## src/rtl/uart_tx_arbiter_pkg.sv

```systemverilog
// Shared types and constants for the UART transmit arbiter.
// Arbiter state literals carry an A_ prefix to stay clear of the RX/TX/controller FSM names.
package uart_tx_arbiter_pkg;

  typedef enum logic [2:0] {
    A_IDLE,
    A_SEND,
    A_WACK,
    A_WDONE,
    A_SUFX,
    A_REL
  } arb_state_t;

  localparam logic [7:0] ASCII_CR = 8'h0D;
  localparam logic [7:0] ASCII_LF = 8'h0A;

  // Index width that stays legal when there is only one requester.
  function automatic int unsigned idx_width(input int unsigned n);
    return (n > 1) ? $clog2(n) : 1;
  endfunction

endpackage

```

## src/rtl/uart_tx_arbiter_rr_pick.sv

```systemverilog
// Combinational round-robin picker: first valid requester at or after i_rr_ptr, wrapping.
module uart_rr_pick
  import uart_tx_arbiter_pkg::*;
#(
  parameter int unsigned N_REQ = 3
) (
  input  logic [N_REQ-1:0]              i_req_valid,
  input  logic [idx_width(N_REQ)-1:0]   i_rr_ptr,
  output logic [N_REQ-1:0]              o_grant,
  output logic [idx_width(N_REQ)-1:0]   o_idx,
  output logic                          o_any
);

  localparam int unsigned IDX_W = idx_width(N_REQ);
  localparam int unsigned SUM_W = IDX_W + 1;

  logic [2*N_REQ-1:0] w_rot;
  logic [SUM_W-1:0]   w_sum;
  logic               w_found;

  // Rotating a doubled copy puts the search start at bit 0.
  assign w_rot = {i_req_valid, i_req_valid} >> i_rr_ptr;
  assign o_any = |i_req_valid;

  always_comb begin
    w_found = 1'b0;
    w_sum   = '0;
    o_idx   = '0;
    for (int j = 0; j < N_REQ; j++) begin
      if (!w_found && w_rot[j]) begin
        w_found = 1'b1;
        w_sum   = {1'b0, i_rr_ptr} + SUM_W'(j);
        if (w_sum >= SUM_W'(N_REQ)) begin
          w_sum = w_sum - SUM_W'(N_REQ);
        end
        o_idx = w_sum[IDX_W-1:0];
      end
    end
    o_grant = w_found ? (N_REQ'(1) << o_idx) : '0;
  end

endmodule

```

## src/rtl/uart_tx_arbiter.sv

```systemverilog
// Round-robin, packet-locked sharing of one UART transmitter between N_REQ byte streams,
// with an optional CR/LF suffix per packet and a start-acknowledge timeout.
module uart_tx_arbiter
  import uart_tx_arbiter_pkg::*;
#(
  parameter int unsigned N_REQ       = 3,
  parameter int unsigned DATA_W      = 8,
  parameter int unsigned APPEND_CRLF = 1,
  parameter int unsigned ACK_TO      = 64
) (
  input  logic                      i_clk,
  input  logic                      i_rst,
  input  logic [N_REQ-1:0]          i_req_valid,
  input  logic [N_REQ*DATA_W-1:0]   i_req_data,
  input  logic [N_REQ-1:0]          i_req_last,
  output logic [N_REQ-1:0]          o_req_ready,
  output logic [N_REQ-1:0]          o_grant,
  output logic [DATA_W-1:0]         o_tx_data,
  output logic                      o_tx_start,
  input  logic                      i_tx_busy,
  output logic                      o_arb_busy,
  output logic                      o_err_to
);

  localparam int unsigned IDX_W = idx_width(N_REQ);
  localparam int unsigned CNT_W = $clog2(ACK_TO);
  localparam logic [CNT_W-1:0] CNT_MAX = CNT_W'(ACK_TO - 1);

  arb_state_t        r_state, w_state_nxt;
  logic [N_REQ-1:0]  r_grant, w_grant_nxt;
  logic [IDX_W-1:0]  r_grant_idx, w_grant_idx_nxt;
  logic [IDX_W-1:0]  r_rr_ptr, w_rr_ptr_nxt;
  logic [DATA_W-1:0] r_tx_data, w_tx_data_nxt;
  logic              r_tx_start, w_tx_start_nxt;
  logic [N_REQ-1:0]  r_req_ready, w_req_ready_nxt;
  logic              r_err_to, w_err_to_nxt;
  logic              r_arb_busy;
  logic              r_last, w_last_nxt;
  logic [1:0]        r_sfx_idx, w_sfx_idx_nxt;
  logic [CNT_W-1:0]  r_to_cnt, w_to_cnt_nxt;

  logic [N_REQ-1:0]  w_pick_grant;
  logic [IDX_W-1:0]  w_pick_idx;
  logic              w_pick_any;
  logic              w_sel_valid;
  logic              w_sel_last;
  logic [DATA_W-1:0] w_sel_data;

  uart_rr_pick #(
    .N_REQ(N_REQ)
  ) u_pick (
    .i_req_valid(i_req_valid),
    .i_rr_ptr   (r_rr_ptr),
    .o_grant    (w_pick_grant),
    .o_idx      (w_pick_idx),
    .o_any      (w_pick_any)
  );

  // One-hot grant doubles as the select for the owner's request lines.
  assign w_sel_valid = |(i_req_valid & r_grant);
  assign w_sel_last  = |(i_req_last & r_grant);

  always_comb begin
    w_sel_data = '0;
    for (int i = 0; i < N_REQ; i++) begin
      w_sel_data = w_sel_data | (i_req_data[i*DATA_W +: DATA_W] & {DATA_W{r_grant[i]}});
    end
  end

  always_comb begin
    w_state_nxt     = r_state;
    w_grant_nxt     = r_grant;
    w_grant_idx_nxt = r_grant_idx;
    w_rr_ptr_nxt    = r_rr_ptr;
    w_tx_data_nxt   = r_tx_data;
    w_tx_start_nxt  = 1'b0;
    w_req_ready_nxt = '0;
    w_err_to_nxt    = 1'b0;
    w_last_nxt      = r_last;
    w_sfx_idx_nxt   = r_sfx_idx;
    w_to_cnt_nxt    = r_to_cnt;

    unique case (r_state)
      A_IDLE: begin
        w_last_nxt   = 1'b0;
        w_to_cnt_nxt = '0;
        if (w_pick_any) begin
          w_grant_nxt     = w_pick_grant;
          w_grant_idx_nxt = w_pick_idx;
          w_state_nxt     = A_SEND;
        end
      end
      A_SEND: begin
        // A busy line here is a frame we did not start; never stack a start on it.
        if (!i_tx_busy && w_sel_valid) begin
          w_tx_data_nxt   = w_sel_data;
          w_tx_start_nxt  = 1'b1;
          w_req_ready_nxt = r_grant;
          w_last_nxt      = w_sel_last;
          w_to_cnt_nxt    = '0;
          w_state_nxt     = A_WACK;
        end
      end
      A_WACK: begin
        if (i_tx_busy) begin
          w_to_cnt_nxt = '0;
          w_state_nxt  = A_WDONE;
        end else if (r_to_cnt == CNT_MAX) begin
          w_err_to_nxt = 1'b1;
          w_to_cnt_nxt = '0;
          w_state_nxt  = A_REL;
        end else begin
          w_to_cnt_nxt = r_to_cnt + 1'b1;
        end
      end
      A_WDONE: begin
        if (!i_tx_busy) begin
          if (!r_last) begin
            w_state_nxt = A_SEND;
          end else if (APPEND_CRLF != 0 && r_sfx_idx != 2'd2) begin
            w_state_nxt = A_SUFX;
          end else begin
            w_state_nxt = A_REL;
          end
        end
      end
      A_SUFX: begin
        if (!i_tx_busy) begin
          w_tx_data_nxt  = (r_sfx_idx == 2'd0) ? DATA_W'(ASCII_CR) : DATA_W'(ASCII_LF);
          w_tx_start_nxt = 1'b1;
          w_sfx_idx_nxt  = r_sfx_idx + 2'd1;
          w_to_cnt_nxt   = '0;
          w_state_nxt    = A_WACK;
        end
      end
      A_REL: begin
        w_grant_nxt   = '0;
        w_rr_ptr_nxt  = (r_grant_idx == IDX_W'(N_REQ - 1)) ? '0 : r_grant_idx + 1'b1;
        w_sfx_idx_nxt = 2'd0;
        w_state_nxt   = A_IDLE;
      end
      default: begin
        w_grant_nxt = '0;
        w_state_nxt = A_IDLE;
      end
    endcase
  end

  always_ff @(posedge i_clk or posedge i_rst) begin
    if (i_rst) begin
      r_state     <= A_IDLE;
      r_grant     <= '0;
      r_grant_idx <= '0;
      r_rr_ptr    <= '0;
      r_tx_data   <= '0;
      r_tx_start  <= 1'b0;
      r_req_ready <= '0;
      r_err_to    <= 1'b0;
      r_arb_busy  <= 1'b0;
      r_last      <= 1'b0;
      r_sfx_idx   <= 2'd0;
      r_to_cnt    <= '0;
    end else begin
      r_state     <= w_state_nxt;
      r_grant     <= w_grant_nxt;
      r_grant_idx <= w_grant_idx_nxt;
      r_rr_ptr    <= w_rr_ptr_nxt;
      r_tx_data   <= w_tx_data_nxt;
      r_tx_start  <= w_tx_start_nxt;
      r_req_ready <= w_req_ready_nxt;
      r_err_to    <= w_err_to_nxt;
      r_arb_busy  <= (w_state_nxt != A_IDLE);
      r_last      <= w_last_nxt;
      r_sfx_idx   <= w_sfx_idx_nxt;
      r_to_cnt    <= w_to_cnt_nxt;
    end
  end

  assign o_grant     = r_grant;
  assign o_tx_data   = r_tx_data;
  assign o_tx_start  = r_tx_start;
  assign o_req_ready = r_req_ready;
  assign o_err_to    = r_err_to;
  assign o_arb_busy  = r_arb_busy;

endmodule

```

## config.mk

```make
export PLATFORM = sky130hd
export DESIGN_NAME = uart_tx_arbiter
export DESIGN_NICKNAME = d
export VERILOG_FILES = /design/src/rtl/uart_tx_arbiter_pkg.sv /design/src/rtl/uart_tx_arbiter_rr_pick.sv /design/src/rtl/uart_tx_arbiter.sv
export SDC_FILE = /design/constraint.sdc
export NUM_CORES = 1
export LEC_CHECK = 0
export ABC_AREA = 0
export CELL_PAD_IN_SITES_DETAIL_PLACEMENT = 0
export CELL_PAD_IN_SITES_GLOBAL_PLACEMENT = 1
export CORE_ASPECT_RATIO = 0.9
export CORE_MARGIN = 1
export CORE_UTILIZATION = 28
export CTS_CLUSTER_SIZE = 30
export DETAILED_ROUTE_END_ITERATION = 10
export PLACE_DENSITY_LB_ADDON = 0.1
export SETUP_SLACK_MARGIN = 0.1
export SLEW_MARGIN = 20
export SYNTH_ARGS = -nofsm -noshare
export SYNTH_HDL_FRONTEND = slang
export SYNTH_SLANG_ARGS = --single-unit
```

## constraint.sdc

```tcl
create_clock -name i_clk -period 3.2 [get_ports i_clk]
set_clock_uncertainty 0.05 [all_clocks]
set_input_delay 0.48 -clock i_clk [delete_from_list [all_inputs] [get_ports i_clk]]
set_output_delay 0.48 -clock i_clk [all_outputs]
set_load 0.05 [all_outputs]
```

==> metrics <==
CTS Hold Bufs 0; RSZ-0062 raised after global routing no; biggest area consumer among synthesized cells dfrtp_1; Cell Count, Final, Fillers Out 356; Combinational Power Share 0.512; final net count 305; gr usage total 0.147; Setup Fix Bufs, Post-CTS 0; Switch Pwr 1.01 mW; Die Wd 91.1 um; Synth Cell Area 0.00200 mm^2; Reg power frac 0.331; Clk Latency, worst-skew pair 0.28 ns; CTS sink cnt 33; core box area 0.00673 mm^2; hold_ws 0.421 ns; vias in the first global route 1629; Slew Limit Fails 0; setup TNS 0 ns; Synth Flop Type dfrtp_1; clock buffer count from CTS 5; Mapped Nets 257; synthesized area per cell 9.21 um^2; commonest non-fill, non-tap cells in the layout clkdlybuf4s50_1 (49), dfrtp_1 (33), o21ai_0 (21), nand2_1 (21), nor2_1 (15); PostCTS Resize Cnt 0; root buf cell clkbuf_8; Most Used Layer, Global Route met2; DP Worst Slack 0.437 ns; Final period util 0.778; number of flops mapped to enable cells by yosys 0; htree depth 2; Ys Warns 0; Worst EP required 3.30 ns; die area 0.00748 mm^2; grt met1 use 0.213; peak supply drop 418 uV; dpl cells 348; Mapped Cells 217; Synth area leaders dfrtp_1 (41%), o21ai_0 (5.3%), a222oi_1 (5.0%); routed len/inst 14.9 um; number of max-cap violations 0; CTS clk-pin slew, worst paths 0.07 ns; Pre-antenna DRT Iters 5; DR vias/cell 5.01; multi-input logic area 0.00104 mm^2; Reg area 826 um^2; I/O pin cnt 50; Filler Cell Count 695; P_leak 1.13 nW; Fmax 0.402 GHz; DR iter-0 viols 80; Arrival @ worst endpoint 2.58 ns; Rel. slew slack 0.420; antenna violations before repair 0; placed cell area 0.00256 mm^2; distinct cell type count after synthesis 53; Setup Viol. Count Final 0; first-pass GRT wire length 8520 um; IO buf count 49; Yosys top cell area share 0.413; Final Hold Fails 0; layout cells sized above 1 0.0940; Final Wtd Congestion 0.756; Starting Density 0.297; Hold Path Class reg -> reg; CP max FO 11; final critical-path setup slack 0.712 ns; Post-DRT Antenna Nets 0; internal power 1.20 mW; met2 Use GR 0.218; CTS tree done; clock power share 0.157; Longest Clk Path Bufs 2; Area Overhead vs Synth 33.0%; Congestion Overflow GR 0; commonest non-fill, non-tap cell in the layout clkdlybuf4s50_1; # diodes 0; vias post-DR 1782; Total Wirelength 5290 um; sequential-to-total area share from yosys stat 0.413; Worst Tran Pin Value 0.870 ns; dpl hpwl 3800 um; Pwr per Cell Area 830 mW/mm^2; Startpoint Class primary input; ys async rst share 1.00; design area 0.00266 mm^2; worst setup path category in -> reg; DRC Markers 0; Site Rows 28; Net Sw Frac 0.456; Die Span Y 82.2 um; met3 Track Usage GR 0.0311; Final Critical Period 2.49 ns; status finished clean; Critical Path End Type flop; #FFs+latches synth 33; largest net degree at the start of global routing 34
-- synth_stat cells (2+ instances only) --
library cell	number
and3_1	2
o31ai_1	4
or3_1	2
mux2i_1	2
nor4b_1	2
a31oi_1	2
clkbuf_1	3
and2_1	3
or2_2	4
nand3b_1	2
nor2b_1	5
nand2_1	21
a222oi_1	10
nor3b_1	2
buf_2	4
o21ai_0	21
a211oi_1	3
o221ai_1	3
nor3_1	2
a22o_1	2
ha_1	7
nand2b_1	7
nand3_1	5
nor2_1	15
inv_1	11
a21oi_1	8
dfrtp_1	33
buf_4	4
buf_6	2
a21o_1	3
-- layer usage --
layer	share of wire	vias to the layer above
met5	0	-
met4	0.011	0
met3	0.046	7
met2	0.41	42
met1	0.53	829
li1	-	904
-- cell families after synthesis --
| family | Yosys count | synth area share |
|---|---|---|
| multiplexers | 3 | 0.0156 |
| adder cells (fa/ha/maj) | 7 | 0.0438 |
| AND/OR/NAND/NOR | 78 | 0.208 |
| XOR/XNOR | 1 | 0.00438 |
| flip-flops | 33 | 0.413 |
| buffers and inverters | 25 | 0.0651 |
| AO/OA/AOI/OAI | 70 | 0.250 |
-- state kept, by name, indices dropped and copies added, names as in the netlist, 2 cells and up --
signal / count
r_to_cnt: 6
r_grant_idx: 2
o_req_ready: 3
r_rr_ptr: 2
r_state: 3
o_grant: 3
o_tx_data: 8
r_sfx_idx: 2
-- area by class of cell --
type | instances | share of cell area
sequential | 33 | 0.310
clock inverter | 1 | 0.00188
timing repair buffer | 55 | 0.201
inverter | 11 | 0.0155
multi-input combinational | 159 | 0.392
tap | 90 | 0.0423
clock buffer | 7 | 0.0362
-- per-stage QoR --
step	utilization	power (mW)
final	0.395	2.21
after global routing	0.395	2.38
after CTS	0.395	2.24
after detailed placement	0.380	1.88
after global placement	0.380	1.89
after floorplan	-	1.53
-- critical path, stage by stage --
cell             delay (ns)
clkdlybuf4s50_1        0.51
a222oi_1               0.82
o21ai_0                0.20
nand2_1                0.33
inv_1                  0.10
a2bb2oi_1              0.14
-- power by group through the flow --
stage          Sequential (mW)  Clock, mW  Combinational (mW)
6_report                 0.731      0.346                1.13
5_1_grt                  0.762      0.382                1.24
4_1_cts                  0.731      0.359                1.14
3_5_place_dp             0.740          0                1.14
3_3_place_gp             0.744          0                1.15
2_1_floorplan            0.898          0               0.632
-- final timing paths --
check	cells past startpoint	start	to	slack, ns
max in group asynchronous	3	i_rst	r_to_cnt[3]$_DFFE_PP0P_	2.22
min in group asynchronous	3	i_rst	o_tx_start$_DFF_PP0_	0.56
setup / recovery	6	i_req_valid[0]	o_tx_data[3]$_DFFE_PP0P_	0.71
hold reg to reg	1	r_grant_idx[1]$_DFFE_PP0P_	r_rr_ptr[0]$_DFFE_PP0P_	0.42
hold / removal	1	r_grant_idx[1]$_DFFE_PP0P_	r_rr_ptr[0]$_DFFE_PP0P_	0.42
setup reg to reg	5	o_grant[1]$_DFFE_PP0P_	o_tx_data[3]$_DFFE_PP0P_	0.86
Note: power is estimated with default switching activity, not from simulation.
==> edit 1: new RTL, config.mk and constraints unchanged <==
Set the parameter `DATA_W` to 12 (it was 8).
--- a/src/rtl/uart_tx_arbiter.sv
+++ b/src/rtl/uart_tx_arbiter.sv
@@ -4,7 +4,7 @@
   import uart_tx_arbiter_pkg::*;
 #(
   parameter int unsigned N_REQ       = 3,
-  parameter int unsigned DATA_W      = 8,
+  parameter int unsigned DATA_W      = 12,
   parameter int unsigned APPEND_CRLF = 1,
   parameter int unsigned ACK_TO      = 64
 ) (
Interface: changed (resized i_req_data and o_tx_data); port bits go from 50 to 66. The function was not compared with the original's and may differ.
==> edit 1 against the original RTL <==
Maximum frequency decreased by 0.31%. Sequential cell count up 4. Final cell count grew 6.7%. Setup slack lost 7.8 ps. Critical endpoint is now o_grant[1]. Register-to-register slack improved by 100 ps. Area after synthesis up 6.4%. Critical path type is now reg -> out. Design area grew 11%. Wire length up 8.6%. Highest routed layer unchanged. First-iteration DRC count rose by 69%.
Power is not compared: it rests on default switching activity, and its combinational part moved more than twofold at a synthesized area within 25%.
==> edit 1: results (changes against the original RTL) <==
metric,value,unit,change
vias in the first global route,1829,,was 1629
clock share of power,0.415,,
sequential-to-total area share from yosys stat,0.435,,was 0.413
Lkg Pwr,1.22,nW,
R2R setup slack,960,ps,was 860 ps
Netlist cell types,50,,was 53
Syn Inst Count,227,,was 217
Worst-Skew Late Latency,290,ps,
largest net degree at the start of global routing,38,,was 34
DP Cell Count,373,,was 348
outcome,completed,,unchanged
syn nets,279,,was 257
share of post-route cells with drive strength above 1,0.0662,,was 0.0940
final WL,5750,um,was 5290 um
post-DP HPWL,3970,um,was 3800 um
Hold WS,429,ps,was 421 ps
main area contributors after synthesis,"dfrtp_1, a222oi_1, o21ai_0, nand2_1, ha_1",,"was dfrtp_1, o21ai_0, a222oi_1, ha_1, nand2_1"
P_seq,0.467,mW,
port bufs,65,,was 49
max reg flops,12,,was 8
Final Net Count,339,,was 305
fillers,715,,was 695
hold path cells,1,,unchanged
"non-filler cells, final",380,,was 356
total setup buffers inserted after CTS,0,,unchanged
All-Layer GR Usage,0.148,,was 0.147
final RePlAce weighted congestion,0.769,,was 0.756
synth cell count leaders,"dfrtp_1, nand2_1, o21ai_0",,unchanged
Initial DRC Count,135,,was 80
DP Worst Slack,521,ps,was 437 ps
Rel. slew slack,0.578,,was 0.420
first-pass GRT wire length,9140,um,was 8520 um
vias,1939,,was 1782
Max IR drop VDD,124,uV,
Root Driver,clkbuf_8,,unchanged
crit path max-delay cell type,clkdlybuf4s50_1,,was a222oi_1
HP Start,o_tx_data[2]$_DFFE_PP0P_,,was r_grant_idx[1]$_DFFE_PP0P_
Worst path max stage delay,920,ps,was 820 ps
Int Power,0.750,mW,
antenna violations before repair,0,,unchanged
post-CTS resize count,0,,unchanged
htree depth,2,,unchanged
Final Hold Viols,0,,unchanged
Ys Warns,0,,unchanged
CP arrival,1970,ps,was 2580 ps
Worst R2R Path Depth,5,,unchanged
reg2reg start,o_grant[0]$_DFFE_PP0P_,,was o_grant[1]$_DFFE_PP0P_
crit path max fanout,17,,was 11
worst reg2reg endpoint,o_arb_busy$_DFF_PP0_,,was o_tx_data[3]$_DFFE_PP0P_
area post-placement,2850,sq um,was 2560 sq um
Longest Clk Path Bufs,2,,unchanged
n_diodes,0,,unchanged
Worst Hold Path EP,o_tx_data[2]$_DFFE_PP0P_,,was r_rr_ptr[0]$_DFFE_PP0P_
"delay-heaviest family, CP",buffers and inverters,,was compound AO/OA/AOI/OAI gates
==> edit 1: cell types whose count changed after synthesis, moves of 3 or more <==
cell,delta
dfrtp_1,+4
o21ai_0,+3
clkbuf_1,+7
a222oi_1,+4
or2_2,-3
nand2_1,+3
buf_4,-4
nand2b_1,-5
==> edit 1: cell families (layout without fill, tap and decap cells) <==
kind of cell    Yosys count  count (layout)  synth area share
compound gates           76              76             0.260
simple gates             76              76             0.185
flops                    37              37             0.435
buf+inv                  26              86            0.0553
fa+ha+maj                 7               7            0.0412
mux                       4               4            0.0194
xor+xnor                  1               1           0.00412
==> edit 1: how the worst max path moves through the flow <==
stage | slack, ps | start | cells after the start | endpoint
global route | 620 | o_grant[1]$_DFFE_PP0P_ | 1 | o_grant[1]
global placement | 590 | i_req_valid[1] | 6 | o_arb_busy$_DFF_PP0_
floorplan | 960 | o_grant[2]$_DFFE_PP0P_ | 7 | o_arb_busy$_DFF_PP0_
finish | 700 | o_grant[1]$_DFFE_PP0P_ | 1 | o_grant[1]
CTS | 680 | o_grant[2]$_DFFE_PP0P_ | 1 | o_grant[2]
detailed placement | 520 | i_req_valid[1] | 6 | o_arb_busy$_DFF_PP0_
==> edit 1: metal layers <==
layer,track usage,vias up,routed length [um]
met5,0,-,0
met1,0.215,890,2880
met4,0.0462,0,72
li1,-,973,-
met2,0.212,68,2270
met3,0.0371,8,533
==> edit 1: cell type report <==
cell class | count | area [sq um] | area share
clock buffers | 5 | 68.8 | 0.0233
flip-flops and latches | 37 | 926 | 0.314
repair buffers | 70 | 688 | 0.233
clock inverters | 2 | 35.0 | 0.0119
well taps | 93 | 116 | 0.0394
inverters | 9 | 33.8 | 0.0114
multi-input cells | 164 | 1080 | 0.367
==> edit 2: new RTL, same settings <==
Without the edit above. Register the output `o_err_to` once more; this adds one clock of latency there. The other outputs are not delayed to match.
--- a/src/rtl/uart_tx_arbiter.sv
+++ b/src/rtl/uart_tx_arbiter.sv
@@ -180,7 +180,9 @@
   assign o_tx_data   = r_tx_data;
   assign o_tx_start  = r_tx_start;
   assign o_req_ready = r_req_ready;
-  assign o_err_to    = r_err_to;
+  always_ff @(posedge i_clk) begin
+    o_err_to <= r_err_to;
+  end
   assign o_arb_busy  = r_arb_busy;
 
 endmodule
Check against the original RTL: same outputs for any inputs over 10 cycles, from zero or initial values and one cycle with i_rst high; that may be too few to reach the edited logic, so the function may still have changed.
==> edit 2 against the original RTL <==
Global-route usage up 0.49 points. Area after synthesis down 6.3%. Wire length down 7.0%. Count of clock-buffer cells in the layout up 1. Sequential cell count up 1. Setup slack better by 82 ps. First-iteration DRC count up 35%. Sequential share of layout area up 2.8 points. Via count down 9.0%. Highest routed layer unchanged. Die area down 6.1%. Design area down 5.9%. Critical endpoint is now o_grant[2].
Power is not compared: it rests on default switching activity, and its combinational part moved more than twofold at a synthesized area within 25%.
==> edit 2: results (changes against the original RTL) <==
metric,value,unit,change
vias in the first global route,1538,,was 1629
port bufs,49,,unchanged
"Top FF cell, synth",dfrtp_1,,unchanged
sequential-to-total area share from yosys stat,0.451,,was 0.413
"delay-heaviest family, CP",buffers and inverters,,was compound AO/OA/AOI/OAI gates
final RePlAce weighted congestion,0.758,,was 0.756
Worst path max stage delay,900,ps,was 820 ps
total setup buffers inserted after CTS,0,,unchanged
crit path max fanout,13,,was 11
All-Layer GR Usage,0.152,,was 0.147
Max IR drop VDD,134,uV,
Inserted Clock Buffers,5,,unchanged
synth cell count leaders,"dfrtp_1, nand2_1, o21ai_0",,unchanged
main area contributors after synthesis,"dfrtp_1, a222oi_1, o21ai_0, ha_1, nand2_1",,"was dfrtp_1, o21ai_0, a222oi_1, ha_1, nand2_1"
asr flop ratio synth,0.971,,was 1.00
Final Net Count,284,,was 305
largest net degree at the start of global routing,34,,unchanged
"Avg Cell Area, Syn",9.56,sq um,was 9.21 sq um
vias per inst,4.89,,was 5.01
Ys Warns,0,,unchanged
crit path max-delay cell type,clkdlybuf4s50_1,,was a222oi_1
antenna violations before repair,0,,unchanged
post-DP HPWL,3500,um,was 3800 um
vias,1622,,was 1782
n_diodes,0,,unchanged
worst min path class,reg -> reg,,unchanged
DP Cell Count,324,,was 348
share of post-route cells with drive strength above 1,0.0571,,was 0.0940
Initial DRC Count,108,,was 80
max reg flops,8,,unchanged
"Reg clk slew, reported paths",70,ps,about the same
Worst-Skew Late Latency,290,ps,
Root Driver,clkbuf_8,,unchanged
htree depth,2,,unchanged
Lkg Pwr,1.03,nW,
area post-placement,2420,sq um,was 2560 sq um
Netlist cell types,47,,was 53
outcome,completed,,unchanged
Rel. slew slack,0.484,,was 0.420
post-CTS resize count,0,,unchanged
syn nets,236,,was 257
first drt pass iteration count,4,,was 5
first-pass GRT wire length,7920,um,was 8520 um
Longest Clk Path Bufs,2,,unchanged
final WL,4930,um,was 5290 um
## edit 2: cell count changes after synthesis, moves of 3 or more
cell     change
nor2b_1      -5
a21oi_1      -5
nand3_1      +3
o21ai_0      -3
## edit 2: layer usage
metal  vias up  routed length [um]  track usage
met5         -                   0            0
met4         0                  74       0.0532
met3         5                 326       0.0393
met2        50                2020        0.218
met1       751                2510        0.219
li1        816                   -            -
## edit 2: power by group
part | leakage, nW | switching [mW] | internal (mW)
sequential | 0.447 | 0.00117 | 0.431
combinational | 0.546 | 0.0324 | 0.0453
clock | 0.0395 | 0.149 | 0.154
total | 1.03 | 0.183 | 0.631
## edit 2: logic make-up (layout without fill, tap and decap cells)
| logic type | count (synthesis) | in the layout | synth area share |
|---|---|---|---|
| simple gates | 73 | 73 | 0.193 |
| compound gates | 56 | 56 | 0.221 |
| flops | 34 | 34 | 0.451 |
| buf+inv | 20 | 69 | 0.0574 |
| fa+ha+maj | 7 | 7 | 0.0467 |
| mux | 4 | 4 | 0.0214 |
| xor+xnor | 2 | 2 | 0.00935 |
## edit 2: per-stage QoR
step / utilization / setup WS [ps]
after detailed placement: 0.386 / 493
after floorplan: - / 1140
final: 0.398 / 794
after global placement: 0.386 / 504
after CTS: 0.398 / 755
after global routing: 0.398 / 598
## edit 2: worst paths after layout
| check | from | endpoint | slack (ps) | cells after the start |
|---|---|---|---|---|
| hold / removal | r_err_to$_DFF_PP0_ | o_err_to$_DFF_P_ | 320 | 0 |
| max in group asynchronous | i_rst | o_req_ready[0]$_DFF_PP0_ | 2220 | 3 |
| min in group asynchronous | i_rst | o_tx_data[7]$_DFFE_PP0P_ | 550 | 3 |
| setup reg to reg | o_grant[0]$_DFFE_PP0P_ | o_tx_data[3]$_DFFE_PP0P_ | 970 | 5 |
| setup / recovery | o_grant[2]$_DFFE_PP0P_ | o_grant[2] | 790 | 1 |
| hold reg to reg | r_err_to$_DFF_PP0_ | o_err_to$_DFF_P_ | 320 | 0 |
## edit 2: area by class of cell
| type | count | area, sq um |
|---|---|---|
| clock buffer | 8 | 80.1 |
| sequential | 34 | 846 |
| inverter | 9 | 33.8 |
| tap | 87 | 109 |
| multi-input combinational | 142 | 921 |
| fill | 664 | 3780 |
| timing repair buffer | 52 | 513 |
